File: config.mk
export PLATFORM = sky130hd
export DESIGN_NAME = decode_execute_stage_flat
export DESIGN_NICKNAME = d
export VERILOG_FILES = /design/src/rtl/decode_execute_stage_if.sv /design/src/rtl/decode_execute_stage.sv /design/src/flat_wrapper.sv
export SDC_FILE = /design/constraint.sdc
export NUM_CORES = 1
export LEC_CHECK = 0
export CAP_MARGIN = 25
export CORE_ASPECT_RATIO = 0.7
export CORE_MARGIN = 1
export CORE_UTILIZATION = 40
export DETAILED_ROUTE_END_ITERATION = 10
export HOLD_SLACK_MARGIN = 0.06
export SYNTH_ARGS = -nofsm -noshare
export SYNTH_HDL_FRONTEND = slang
export SYNTH_SLANG_ARGS = --single-unit
File: constraint.sdc
create_clock -name clk -period 7.3 [get_ports clk]
set_input_delay 1.825 -clock clk [delete_from_list [all_inputs] [get_ports clk]]
set_output_delay 1.825 -clock clk [all_outputs]
set_load 0.03 [all_outputs]
File: src/rtl/decode_execute_stage_if.sv
// Bundle between the fetch/decode register, writeback/forwarding sources and
// the decode/execute stage.
interface decode_execute_stage_if #(
    parameter int WIDTH = 16
);
    logic [WIDTH-1:0] ir;
    logic [WIDTH-1:0] pc;
    logic             stall;
    logic             flush;
    logic             wb_regwrite;
    logic [3:0]       wb_rd;
    logic [WIDTH-1:0] wb_data;
    logic [WIDTH-1:0] fwd_mem;
    logic [1:0]       fwd_sel_a;
    logic [1:0]       fwd_sel_b;

    logic             id_memread;
    logic [WIDTH-1:0] ex_aluout;
    logic [WIDTH-1:0] ex_bout;
    logic [3:0]       ex_rd;
    logic             ex_zero;
    logic             ex_pos;
    logic             ex_branch_taken;
    logic [WIDTH-1:0] ex_target;
    logic             ex_memread;
    logic             ex_memwrite;
    logic             ex_regwrite;
    logic             ex_mem2reg;

    modport master (
        output ir, pc, stall, flush, wb_regwrite, wb_rd, wb_data,
               fwd_mem, fwd_sel_a, fwd_sel_b,
        input  id_memread, ex_aluout, ex_bout, ex_rd, ex_zero, ex_pos,
               ex_branch_taken, ex_target, ex_memread, ex_memwrite,
               ex_regwrite, ex_mem2reg
    );

    modport slave (
        input  ir, pc, stall, flush, wb_regwrite, wb_rd, wb_data,
               fwd_mem, fwd_sel_a, fwd_sel_b,
        output id_memread, ex_aluout, ex_bout, ex_rd, ex_zero, ex_pos,
               ex_branch_taken, ex_target, ex_memread, ex_memwrite,
               ex_regwrite, ex_mem2reg
    );
endinterface

File: src/rtl/decode_execute_stage.sv
// Decode (control, register file, immediate), D/E pipeline register and
// execute (forwarding, ALU, flags, branch resolution) of the 16-bit pipeline.
module decode_execute_stage #(
    parameter int WIDTH = 16,
    parameter int NREGS = 16
) (
    input logic                  clk,
    input logic                  rst,
    decode_execute_stage_if.slave bus
);
    localparam int RW = $clog2(NREGS);

    typedef struct packed {
        logic [1:0] aluop;
        logic [1:0] aluin1;
        logic [1:0] aluin2;
        logic       memread;
        logic       memwrite;
        logic       regwrite;
        logic       mem2reg;
        logic       branch;
        logic       jump;
        logic       bne;
    } ctrl_t;

    ctrl_t            ctrl_id;
    logic [1:0]       immgenop;
    logic [WIDTH-1:0] imm_id;
    logic [WIDTH-1:0] a_id;
    logic [WIDTH-1:0] b_id;
    logic [WIDTH-1:0] regs [NREGS];

    ctrl_t            ctrl_de;
    logic [WIDTH-1:0] pc_de;
    logic [WIDTH-1:0] a_de;
    logic [WIDTH-1:0] b_de;
    logic [WIDTH-1:0] imm_de;
    logic [3:0]       rd_de;

    logic [WIDTH-1:0] a_f;
    logic [WIDTH-1:0] b_f;
    logic [WIDTH-1:0] op1;
    logic [WIDTH-1:0] op2;
    logic [WIDTH-1:0] alu;
    logic             zero;
    logic             taken;

    always_comb begin
        ctrl_id  = '0;
        immgenop = 2'b00;
        case (bus.ir[3:0])
            4'h0, 4'h1, 4'h2, 4'h3: begin
                ctrl_id.aluop    = bus.ir[1:0];
                ctrl_id.regwrite = 1'b1;
                ctrl_id.mem2reg  = 1'b1;
            end
            4'h4: begin
                ctrl_id.aluin2   = 2'b01;
                ctrl_id.regwrite = 1'b1;
                ctrl_id.mem2reg  = 1'b1;
            end
            4'h5: begin
                ctrl_id.aluin2   = 2'b01;
                ctrl_id.memread  = 1'b1;
                ctrl_id.regwrite = 1'b1;
            end
            4'h6: begin
                immgenop         = 2'b01;
                ctrl_id.aluin2   = 2'b01;
                ctrl_id.memwrite = 1'b1;
            end
            4'h7, 4'h8: begin
                immgenop       = 2'b01;
                ctrl_id.aluop  = 2'b01;
                ctrl_id.branch = 1'b1;
                ctrl_id.bne    = bus.ir[3];
            end
            4'h9: begin
                immgenop         = 2'b11;
                ctrl_id.aluin1   = 2'b10;
                ctrl_id.aluin2   = 2'b01;
                ctrl_id.regwrite = 1'b1;
                ctrl_id.mem2reg  = 1'b1;
            end
            4'hA: begin
                immgenop         = 2'b10;
                ctrl_id.aluin1   = 2'b01;
                ctrl_id.aluin2   = 2'b10;
                ctrl_id.jump     = 1'b1;
                ctrl_id.regwrite = 1'b1;
                ctrl_id.mem2reg  = 1'b1;
            end
            default: ;
        endcase
    end

    always_comb begin
        case (immgenop)
            2'b00:   imm_id = {{(WIDTH-4){bus.ir[15]}}, bus.ir[15:12]};
            2'b01:   imm_id = {{(WIDTH-4){bus.ir[7]}}, bus.ir[7:4]};
            2'b10:   imm_id = {{(WIDTH-8){bus.ir[15]}}, bus.ir[15:8]};
            default: imm_id = {bus.ir[15:8], {(WIDTH-8){1'b0}}};
        endcase
    end

    // Same-edge writeback is bypassed so decode sees the value being written.
    function automatic logic [WIDTH-1:0] rf_read(input logic [RW-1:0] sel);
        if (sel == '0)
            return '0;
        else if (bus.wb_regwrite && (bus.wb_rd == sel))
            return bus.wb_data;
        else
            return regs[sel];
    endfunction

    always_comb begin
        a_id = rf_read(bus.ir[11:8]);
        b_id = rf_read(bus.ir[15:12]);
    end

    always_ff @(posedge clk or negedge rst) begin
        if (!rst) begin
            for (int i = 0; i < NREGS; i++) regs[i] <= '0;
        end else if (bus.wb_regwrite && (bus.wb_rd != '0)) begin
            regs[bus.wb_rd] <= bus.wb_data;
        end
    end

    always_ff @(posedge clk or negedge rst) begin
        if (!rst) begin
            ctrl_de <= '0;
            pc_de   <= '0;
            a_de    <= '0;
            b_de    <= '0;
            imm_de  <= '0;
            rd_de   <= '0;
        end else if (bus.flush) begin
            ctrl_de <= '0;
            pc_de   <= '0;
            a_de    <= '0;
            b_de    <= '0;
            imm_de  <= '0;
            rd_de   <= '0;
        end else if (!bus.stall) begin
            ctrl_de <= ctrl_id;
            pc_de   <= bus.pc;
            a_de    <= a_id;
            b_de    <= b_id;
            imm_de  <= imm_id;
            rd_de   <= bus.ir[7:4];
        end
    end

    always_comb begin
        case (bus.fwd_sel_a)
            2'b01:   a_f = bus.fwd_mem;
            2'b10:   a_f = bus.wb_data;
            default: a_f = a_de;
        endcase
        case (bus.fwd_sel_b)
            2'b01:   b_f = bus.fwd_mem;
            2'b10:   b_f = bus.wb_data;
            default: b_f = b_de;
        endcase
        case (ctrl_de.aluin1)
            2'b00:   op1 = a_f;
            2'b01:   op1 = pc_de;
            default: op1 = '0;
        endcase
        case (ctrl_de.aluin2)
            2'b00:   op2 = b_f;
            2'b01:   op2 = imm_de;
            2'b10:   op2 = WIDTH'(2);
            default: op2 = '0;
        endcase
        case (ctrl_de.aluop)
            2'b00:   alu = op1 + op2;
            2'b01:   alu = op1 - op2;
            2'b10:   alu = op1 & op2;
            default: alu = op1 | op2;
        endcase
        zero  = (alu == '0);
        taken = ctrl_de.jump | (ctrl_de.branch & (ctrl_de.bne ? ~zero : zero));
    end

    assign bus.id_memread = ctrl_id.memread;

    // Outputs are forced low while reset is held, independent of the forwarding inputs.
    assign bus.ex_aluout       = rst ? alu : '0;
    assign bus.ex_bout         = rst ? b_f : '0;
    assign bus.ex_rd           = rst ? rd_de : '0;
    assign bus.ex_zero         = rst & zero;
    assign bus.ex_pos          = rst & ~alu[WIDTH-1] & ~zero;
    assign bus.ex_branch_taken = rst & taken;
    assign bus.ex_target       = rst ? (pc_de + (imm_de << 1)) : '0;
    assign bus.ex_memread      = rst & ctrl_de.memread;
    assign bus.ex_memwrite     = rst & ctrl_de.memwrite;
    assign bus.ex_regwrite     = rst & ctrl_de.regwrite;
    assign bus.ex_mem2reg      = rst & ctrl_de.mem2reg;
endmodule

File: src/flat_wrapper.sv
// flat-port wrapper written by rule: the top's interface ports become plain ports
module decode_execute_stage_flat 
#(
    parameter int WIDTH = 16,
    parameter int NREGS = 16
)
  (clk, rst, bus_ir, bus_pc, bus_stall, bus_flush, bus_wb_regwrite, bus_wb_rd, bus_wb_data, bus_fwd_mem, bus_fwd_sel_a, bus_fwd_sel_b, bus_id_memread, bus_ex_aluout, bus_ex_bout, bus_ex_rd, bus_ex_zero, bus_ex_pos, bus_ex_branch_taken, bus_ex_target, bus_ex_memread, bus_ex_memwrite, bus_ex_regwrite, bus_ex_mem2reg);
  decode_execute_stage_if #(.WIDTH(WIDTH)) bus_i ();
  input logic clk;
  input logic rst;
  input wire logic [$bits(bus_i.ir)-1:0] bus_ir;
  input wire logic [$bits(bus_i.pc)-1:0] bus_pc;
  input wire logic [$bits(bus_i.stall)-1:0] bus_stall;
  input wire logic [$bits(bus_i.flush)-1:0] bus_flush;
  input wire logic [$bits(bus_i.wb_regwrite)-1:0] bus_wb_regwrite;
  input wire logic [$bits(bus_i.wb_rd)-1:0] bus_wb_rd;
  input wire logic [$bits(bus_i.wb_data)-1:0] bus_wb_data;
  input wire logic [$bits(bus_i.fwd_mem)-1:0] bus_fwd_mem;
  input wire logic [$bits(bus_i.fwd_sel_a)-1:0] bus_fwd_sel_a;
  input wire logic [$bits(bus_i.fwd_sel_b)-1:0] bus_fwd_sel_b;
  output wire logic [$bits(bus_i.id_memread)-1:0] bus_id_memread;
  output wire logic [$bits(bus_i.ex_aluout)-1:0] bus_ex_aluout;
  output wire logic [$bits(bus_i.ex_bout)-1:0] bus_ex_bout;
  output wire logic [$bits(bus_i.ex_rd)-1:0] bus_ex_rd;
  output wire logic [$bits(bus_i.ex_zero)-1:0] bus_ex_zero;
  output wire logic [$bits(bus_i.ex_pos)-1:0] bus_ex_pos;
  output wire logic [$bits(bus_i.ex_branch_taken)-1:0] bus_ex_branch_taken;
  output wire logic [$bits(bus_i.ex_target)-1:0] bus_ex_target;
  output wire logic [$bits(bus_i.ex_memread)-1:0] bus_ex_memread;
  output wire logic [$bits(bus_i.ex_memwrite)-1:0] bus_ex_memwrite;
  output wire logic [$bits(bus_i.ex_regwrite)-1:0] bus_ex_regwrite;
  output wire logic [$bits(bus_i.ex_mem2reg)-1:0] bus_ex_mem2reg;
  assign bus_i.ir = bus_ir;
  assign bus_i.pc = bus_pc;
  assign bus_i.stall = bus_stall;
  assign bus_i.flush = bus_flush;
  assign bus_i.wb_regwrite = bus_wb_regwrite;
  assign bus_i.wb_rd = bus_wb_rd;
  assign bus_i.wb_data = bus_wb_data;
  assign bus_i.fwd_mem = bus_fwd_mem;
  assign bus_i.fwd_sel_a = bus_fwd_sel_a;
  assign bus_i.fwd_sel_b = bus_fwd_sel_b;
  assign bus_id_memread = bus_i.id_memread;
  assign bus_ex_aluout = bus_i.ex_aluout;
  assign bus_ex_bout = bus_i.ex_bout;
  assign bus_ex_rd = bus_i.ex_rd;
  assign bus_ex_zero = bus_i.ex_zero;
  assign bus_ex_pos = bus_i.ex_pos;
  assign bus_ex_branch_taken = bus_i.ex_branch_taken;
  assign bus_ex_target = bus_i.ex_target;
  assign bus_ex_memread = bus_i.ex_memread;
  assign bus_ex_memwrite = bus_i.ex_memwrite;
  assign bus_ex_regwrite = bus_i.ex_regwrite;
  assign bus_ex_mem2reg = bus_i.ex_mem2reg;
  decode_execute_stage #(.WIDTH(WIDTH), .NREGS(NREGS)) u_core (.clk(clk), .rst(rst), .bus(bus_i));
endmodule
==> impl_results.md, run 1 <==
- Top FF cell, synth: dfrtp_1
- CP Launch Type: input port
- Most used cell, CP: buf_6
- FILL cells: 4,349
- Syn Inst Count: around 1,700
- Area Growth Syn to Fin: 24.2%
- Setup Skew: around 0.025 ns
- Die Area: 52,100 um^2
- Met3 wire length: around 6000 um
- Hold depth: 0
- Violated checks: negative setup slack
- Clock Latency Late Sink: roughly 0.55 ns
- FP Rows: just under 70
- Critical Path Slowest Stage Cell: a221o_1
- Clock transition at path regs: approximately 0.06 ns
- Tcrit/Tclk final: 1.08
- Clock tree from TritonCTS: yes
- Starting density of the core: 0.410
- Antenna violations before repair: 2
- EDFF count, synth: 0
- Syn Area/Cell: 12.1 um^2
- DR vias: 15,800
- Worst Path Required: 5.48 ns
- Die height: about 190 um
- Slew at the pin closest to its max-slew limit: 1.09 ns
- Root Buffer: clkbuf_16
- Grt ovf: 0
- RSZ-0062 raised after global routing: true
- Gpl congestion: roughly 0.96
- Netlist Area Pre-Place: around 20,000 um^2
- Die width: 273 um
- Max-cap violations: 0
- Final net count: 2,018
- Crit Path Max Fanout: 4
- # port buffers: 136
- Hpwl dp: 49,400 um
- CP max stage delay: 0.34 ns
- Number of synthesized register bits: 336
- Vias per inst: 6.09
- Final min period: 7.86 ns
- Async S/R FF share, synth: 1.00
- Critical path type: in -> out
- Worst hold slack: 0.398 ns
- Post-Synthesis Net Count: 1,806
- Max Fclk: 127 MHz
- Synth unique cells: 70
- Final core area utilization: 0.509
- Pins Over Slew Limit: 0
- Critical hold path startpoint: u_core.regs[244]$_DFFE_PN0P_
- Vias in the first global route: 16,000
- CTS buffer count: 35
- Total wire length: 69,700 um
- Power per cell area: 260 nW/um^2
- H-Tree Depth: 2
- Critical path endpoint category: output port
- Crit path from: bus_fwd_sel_b[0]
- Status: finished with violations
- Total power: between 6 and 7 mW
- Pin count of the biggest net entering global routing: 80
- GRT Total Usage: 0.270
- Final setup violating endpoints: 7
- DR pass1 iterations: 6
- Rel. slew slack: 0.266
- Clk buf depth: 3
- Drc violations: 0
- Cts hold-fix bufs: 0
- Worst vdd ir: 0.000191 V
- I/O Pins: 137
- Hold Crit Class: reg -> reg
- DRT antenna net count: 0
- Share of post-route cells with drive strength above 1: 0.411
- R2R cell count: 4
- Routed length on met2: 29,700 um
- Highest Signal Layer: met4
- DR WL/cell: around 27 um
- First-pass GRT wire length: 104,000 um
- Iteration-0 DRC Markers: 1,525
- Reg-to-Reg Start: u_core.regs[93]$_DFFE_PN0P_
- Pleak: ~11 nW
- PnR worst setup slack: -0.558 ns
- # clock sinks: between 300 and 400
- M1 WL: 32,900 um
- Sequential fraction of the synthesis area: 0.410
- Final hold viol count: 0
- CORE AREA: 49,900 um^2
- CP arrival: a little over 6 ns
- Yosys warns: 0
-- path summary, 6_finish.rpt --
check	slack (ns)	end
setup reg to reg	5.40	u_core.b_de[13]$_DFFE_PN0P_
setup / recovery	-0.56	bus_ex_branch_taken
hold / removal	0.40	u_core.regs[244]$_DFFE_PN0P_
max in group asynchronous	4.29	u_core.regs[67]$_DFFE_PN0P_
hold reg to reg	0.40	u_core.regs[244]$_DFFE_PN0P_
min in group asynchronous	1.25	u_core.regs[6]$_DFFE_PN0P_
-- routing by layer --
| metal | track usage | vias to the layer above |
|---|---|---|
| met5 | 0 | - |
| met4 | 0.0529 | 0 |
| met3 | 0.0724 | 96 |
| met2 | 0.380 | 558 |
| met1 | 0.413 | 8378 |
| li1 | - | 6783 |
-- power breakdown --
| part | switching [mW] | internal, mW |
|---|---|---|
| Combinational | 1.04 | 1.25 |
| Sequential | 0.266 | 2.21 |
| Clock | 0.792 | 1.07 |
-- flip-flops by register name, summed over array words and instances (netlist names) --
name and flops:
u_core.a_de 16, u_core.b_de 16, u_core.ctrl_de 12, u_core.imm_de 16, u_core.pc_de 16, u_core.rd_de 4, u_core.regs 256
-- final cells by class --
class / count / area [um^2] / area share
clock buffer: 56 / 1100 / 0.0431
sequential: 336 / 8410 / 0.331
inverter: 28 / 118 / 0.00462
clock inverter: 8 / 83.8 / 0.00330
tap: 665 / 832 / 0.0327
multi-input combinational: 1162 / 11900 / 0.468
timing repair buffer: 340 / 3000 / 0.118
antenna: 1 / 2.50 / 0.0000984
-- per-stage QoR --
stage / worst slack [ns] / instances / cell area, um^2 / TNS [ns]
global placement: -1.31 / 2512 / 23600 / -8.57
floorplan: -0.198 / 1691 / 20600 / -0.524
finish: -0.558 / 2596 / 25400 / -1.79
CTS: -0.705 / 2586 / 25100 / -2.90
detailed placement: -1.34 / 2513 / 23600 / -8.77
global route: -0.759 / 2595 / 25400 / -3.28
-- worst max-delay path: cells and delay by family --
kind | cells | cell delay (ns)
XOR/XNOR | 2 | 0.27
AND/OR/NAND/NOR | 6 | 0.85
AO/OA/AOI/OAI | 7 | 1.35
buffers and inverters | 6 | 0.83
adder cells (fa/ha/maj) | 3 | 0.68
multiplexers | 1 | 0.20
-- Yosys cell counts (3+ instances only) --
cell / instances / share of area
a211oi_1: 3 / 0.0011
a21o_1: 6 / 0.0022
a21oi_1: 60 / 0.015
a221o_1: 17 / 0.0083
a221oi_1: 10 / 0.0043
a222oi_1: 3 / 0.0015
a22oi_1: 16 / 0.0059
a31oi_1: 3 / 0.00092
a32o_1: 7 / 0.0034
a32oi_1: 11 / 0.0047
and2_1: 26 / 0.0079
and3_1: 8 / 0.0024
buf_1: 13 / 0.0024
buf_2: 18 / 0.0044
clkbuf_1: 134 / 0.025
dfrtp_1: 336 / 0.41
ha_1: 36 / 0.022
inv_1: 26 / 0.0048
maj3_1: 7 / 0.0034
mux2_2: 240 / 0.13
mux2i_1: 57 / 0.028
mux4_2: 160 / 0.18
nand2_1: 88 / 0.016
nand2b_1: 17 / 0.0052
nand3_1: 9 / 0.0022
nand3b_1: 6 / 0.0022
nand4_1: 4 / 0.0012
nor2_1: 110 / 0.020
nor2b_1: 15 / 0.0046
nor3_1: 13 / 0.0032
nor4_1: 3 / 0.00092
o211ai_1: 4 / 0.0015
o21a_1: 8 / 0.0029
o21ai_0: 87 / 0.021
o21ai_1: 15 / 0.0037
o221ai_1: 3 / 0.0013
o22ai_1: 7 / 0.0021
o31ai_1: 5 / 0.0018
o41ai_1: 3 / 0.0013
or3_1: 12 / 0.0037
xnor2_1: 26 / 0.011
xor2_1: 18 / 0.0077
-- cells in the final DEF, fill, tap and decap left out, drive strengths merged, types with 6 or more instances in the layout --
cell type / Yosys / layout
a21o: 6 / 6
a21oi: 60 / 60
a221o: 17 / 17
a221oi: 10 / 10
a22oi: 16 / 16
a32o: 7 / 7
a32oi: 11 / 11
and2: 26 / 26
and3: 8 / 8
buf: 31 / 232
clkbuf: 134 / 56
clkdlybuf4s50: 0 / 100
clkinv: 0 / 6
dfrtp: 336 / 336
dlymetal6s2s: 0 / 7
ha: 36 / 36
inv: 28 / 29
maj3: 7 / 7
mux2: 242 / 242
mux2i: 57 / 57
mux4: 160 / 160
nand2: 88 / 88
nand2b: 17 / 17
nand3: 9 / 9
nand3b: 6 / 6
nor2: 110 / 110
nor2b: 15 / 15
nor3: 13 / 13
nor4: 7 / 7
o21a: 8 / 8
o21ai: 102 / 102
o22ai: 8 / 8
or3: 12 / 12
xnor2: 26 / 26
xor2: 18 / 18
-- repair_timing --
item	in CTS	in global routing
setup endpoints to repair	15	13
buffers inserted	11	10
resized for setup	65	63
pin swaps	37	51
-- cell families after synthesis --
family / count (synthesis) / synth area share
muxes: 459 / 0.337
DFF: 336 / 0.410
buffers and inverters: 193 / 0.0365
adders and majority gates: 45 / 0.0274
xor gates and xnor gates: 44 / 0.0188
and+or+nand+nor: 326 / 0.0780
AOI/OAI and AO/OA: 288 / 0.0923
No activity file was read; power rests on OpenSTA's default activity.
==> run 2, diff against run 1 <==
Settings changed: DONT_BUFFER_PORTS set to 1.
==> run 2 against run 1 <==
Net effect:
- the flow still finishes with violations (negative setup slack)
- clock skew fell by 0.0045 ns
- sequential power barely moved
- routed wire length shrank 2.6%
- largest cell class unchanged
- global-route usage fell by 0.81 points
- worst setup slack improved by 0.069 ns
- die area unchanged
- flip-flop and latch count stayed put
- clock power is 4% lower
- non-clock buffer count is 190 lower
- worst hold slack got worse by 0.0048 ns
- largest power group unchanged
- register-to-register slack about the same
==> impl_results.md, run 2 (synthesis results as in run 1) <==
- Status: finished with violations (unchanged)
- Violated checks: negative setup slack (unchanged)
- Worst hold slack: 0.394 ns (was 0.398 ns)
- Antenna violations before repair: 1 (was 2)
- RSZ-0062 raised after global routing: true (unchanged)
- Final net count: 1,828 (was 2,018)
- Die width: 273 um (unchanged)
- Max-cap violations: 0 (unchanged)
- Crit path from: bus_fwd_sel_b[0] (unchanged)
- Die height: 191 um (unchanged)
- Vias per inst: 6.29 (was 6.09)
- FP Rows: 68 (unchanged)
- Iteration-0 DRC Markers: 1,595 (was 1,525)
- Gpl congestion: 0.982 (was 0.957)
- Final core area utilization: 0.469 (was 0.509)
- Grt ovf: 0 (unchanged)
- Max Fclk: 128 MHz (was 127 MHz)
- First-pass GRT wire length: 101,000 um (was 104,000 um)
- Power per cell area: 266 nW/um^2 (was 260 nW/um^2)
- Slew at the pin closest to its max-slew limit: 1.13 ns (was 1.09 ns)
- Cts hold-fix bufs: 0 (unchanged)
- CORE AREA: 49,900 um^2 (unchanged)
- DR WL/cell: 28.3 um (was 26.8 um)
- Die Area: 52,100 um^2 (unchanged)
- Hold Crit Class: reg -> reg (unchanged)
- Critical path endpoint: bus_ex_branch_taken (unchanged)
- Reg2Reg Setup Slack: 5.40 ns (about the same)
- R2R Path End: u_core.b_de[1]$_DFFE_PN0P_ (was u_core.b_de[13]$_DFFE_PN0P_)
- Pins Over Slew Limit: 0 (unchanged)
- CTS buffer count: 35 (unchanged)
- Final min period: 7.79 ns (was 7.86 ns)
- Critical path endpoint category: output port (unchanged)
- Antenna Cells: 0 (was 1)
- Starting density of the core: 0.410 (unchanged)
- Critical path type: in -> out (unchanged)
- Tcrit/Tclk final: 1.07 (was 1.08)
- Final setup violating endpoints: 5 (was 7)
- Root Buffer: clkbuf_16 (unchanged)
- Area Growth Syn to Fin: 14.4% (was 24.2%)
- Max reg flops: 256 (unchanged)
- I/O Pins: 137 (unchanged)
- Placed cell area: 21,900 um^2 (was 23,600 um^2)
- Total power: 6.24 mW (was 6.63 mW)
- Worst vdd ir: 0.000191 V (about the same)
- Reg with most FFs: u_core.regs (unchanged)
- Pin count of the biggest net entering global routing: 371 (was 80)
- CP Launch Type: input port (unchanged)
- Vias in the first global route: 15,100 (was 16,000)
- # clock sinks: 336 (unchanged)
- Worst Path Required: 5.48 ns (about the same)
- PnR worst setup slack: -0.488 ns (was -0.558 ns)
- Rel. slew slack: 0.247 (was 0.266)
- Reg-to-Reg Start: u_core.regs[193]$_DFFE_PN0P_ (was u_core.regs[93]$_DFFE_PN0P_)
- DRT antenna net count: 0 (unchanged)
- Clock Latency Late Sink: 0.54 ns (was 0.55 ns)
- Post-layout instance area: 23,400 um^2 (was 25,400 um^2)
- Final hold viol count: 0 (unchanged)
- GRT Total Usage: 0.262 (was 0.270)
- Clock transition at path regs: 0.06 ns (about the same)
- Most frequent cells in the layout: dfrtp_1, mux2_2, mux4_2, buf_4, nor2_1 (was dfrtp_1, mux2_2, buf_4, mux4_2, clkdlybuf4s50_1)
- DR pass1 iterations: 7 (was 6)
- Share of post-route cells with drive strength above 1: 0.398 (was 0.411)
- Total wire length: 67,900 um (was 69,700 um)
- Pleak: 9.68 nW (was 10.6 nW)
- Setup Skew: 0.0208 ns (was 0.0253 ns)
- Clock tree from TritonCTS: yes (unchanged)
- H-Tree Depth: 2 (unchanged)
- Clk buf depth: 3 (unchanged)
- FILL cells: 4,508 (was 4,349)
- # port buffers: 0 (was 136)
- DR vias: 15,100 (was 15,800)
- Drc violations: 0 (unchanged)
- Hpwl dp: 45,600 um (was 49,400 um)
- CP arrival: 5.96 ns (was 6.03 ns)
- Crit Path Max Fanout: 13 (was 4)
- Commonest non-fill, non-tap cell in the layout: dfrtp_1 (unchanged)
- R2R cell count: 4 (unchanged)
[run 2: cell types whose count changed in the layout (fill, tap and decap cells not counted), sizes merged, moves of 2 or more]
cell           delta
inv               +2
buf              -82
clkbuf            -9
dlymetal6s2s      -7
clkdlybuf4s50   -100
clkinv            +3
[run 2: worst max-delay path: stages]
cell and delay [ns]:
inv_12 0.01, ha_4 0.24, or3_4 0.36, buf_6 0.18, a21oi_2 0.09, and3b_2 0.23, buf_4 0.15, a31oi_2 0.14
xnor2_1 0.10, ha_1 0.24, or3_4 0.41, nand4_1 0.16, a21oi_4 0.07, nor2_2 0.20, a31o_2 0.27, mux2_4 0.33
a2111oi_4 0.31, or3_4 0.20, nand4_1 0.09, o211ai_1 0.14, buf_4 0.21
[run 2: how the worst min path moves through the flow]
stage	slack (ns)	end	from	depth (start not counted)
final	0.39	u_core.regs[248]$_DFFE_PN0P_	u_core.regs[248]$_DFFE_PN0P_	0
after global routing	0.41	u_core.regs[248]$_DFFE_PN0P_	u_core.regs[248]$_DFFE_PN0P_	0
after CTS	0.40	u_core.regs[247]$_DFFE_PN0P_	u_core.regs[247]$_DFFE_PN0P_	0
after detailed placement	0.38	u_core.regs[247]$_DFFE_PN0P_	u_core.regs[247]$_DFFE_PN0P_	0
after global placement	0.38	u_core.regs[244]$_DFFE_PN0P_	u_core.regs[244]$_DFFE_PN0P_	0
after floorplan	0.44	u_core.ctrl_de[4]$_DFFE_PN0P_	u_core.ctrl_de[4]$_DFFE_PN0P_	2
[run 2: per-layer routing]
metal / global-route usage / share of wire
met1: 0.404 / 0.47
met3: 0.0716 / 0.094
met5: 0 / 0
met4: 0.0454 / 0.014
met2: 0.367 / 0.43
[run 2: power by group]
part / internal [mW] / switching (mW) / leakage, nW
registers: 2.21 / 0.267 / 4.24
logic: 1.11 / 0.868 / 4.89
clock network: 0.989 / 0.788 / 0.547
[run 2: through the flow]
stage	setup WS, ns	TNS [ns]	instances
6_report	-0.488	-1.76	2402
4_1_cts	-0.481	-1.55	2399
5_1_grt	-0.673	-2.82	2402
2_1_floorplan	-0.198	-0.524	1691
3_3_place_gp	-0.531	-1.94	2329
3_5_place_dp	-0.597	-2.35	2332
[run 2: what timing repair did]
item,4_1_cts,5_1_grt
resized for setup,23,43
pin swaps,21,21
setup endpoints to repair,6,10
buffers inserted,6,5
endpoints found under the hold margin,0,0
[run 2: final cells by class]
| type | count | area, um^2 | share of cell area |
|---|---|---|---|
| flip-flops and latches | 336 | 8410 | 0.359 |
| inverters | 28 | 118 | 0.00502 |
| well taps | 665 | 832 | 0.0355 |
| repair buffers | 150 | 1190 | 0.0506 |
| clock inverters | 14 | 120 | 0.00513 |
| multi-input cells | 1162 | 11800 | 0.503 |
| clock buffers | 47 | 982 | 0.0419 |
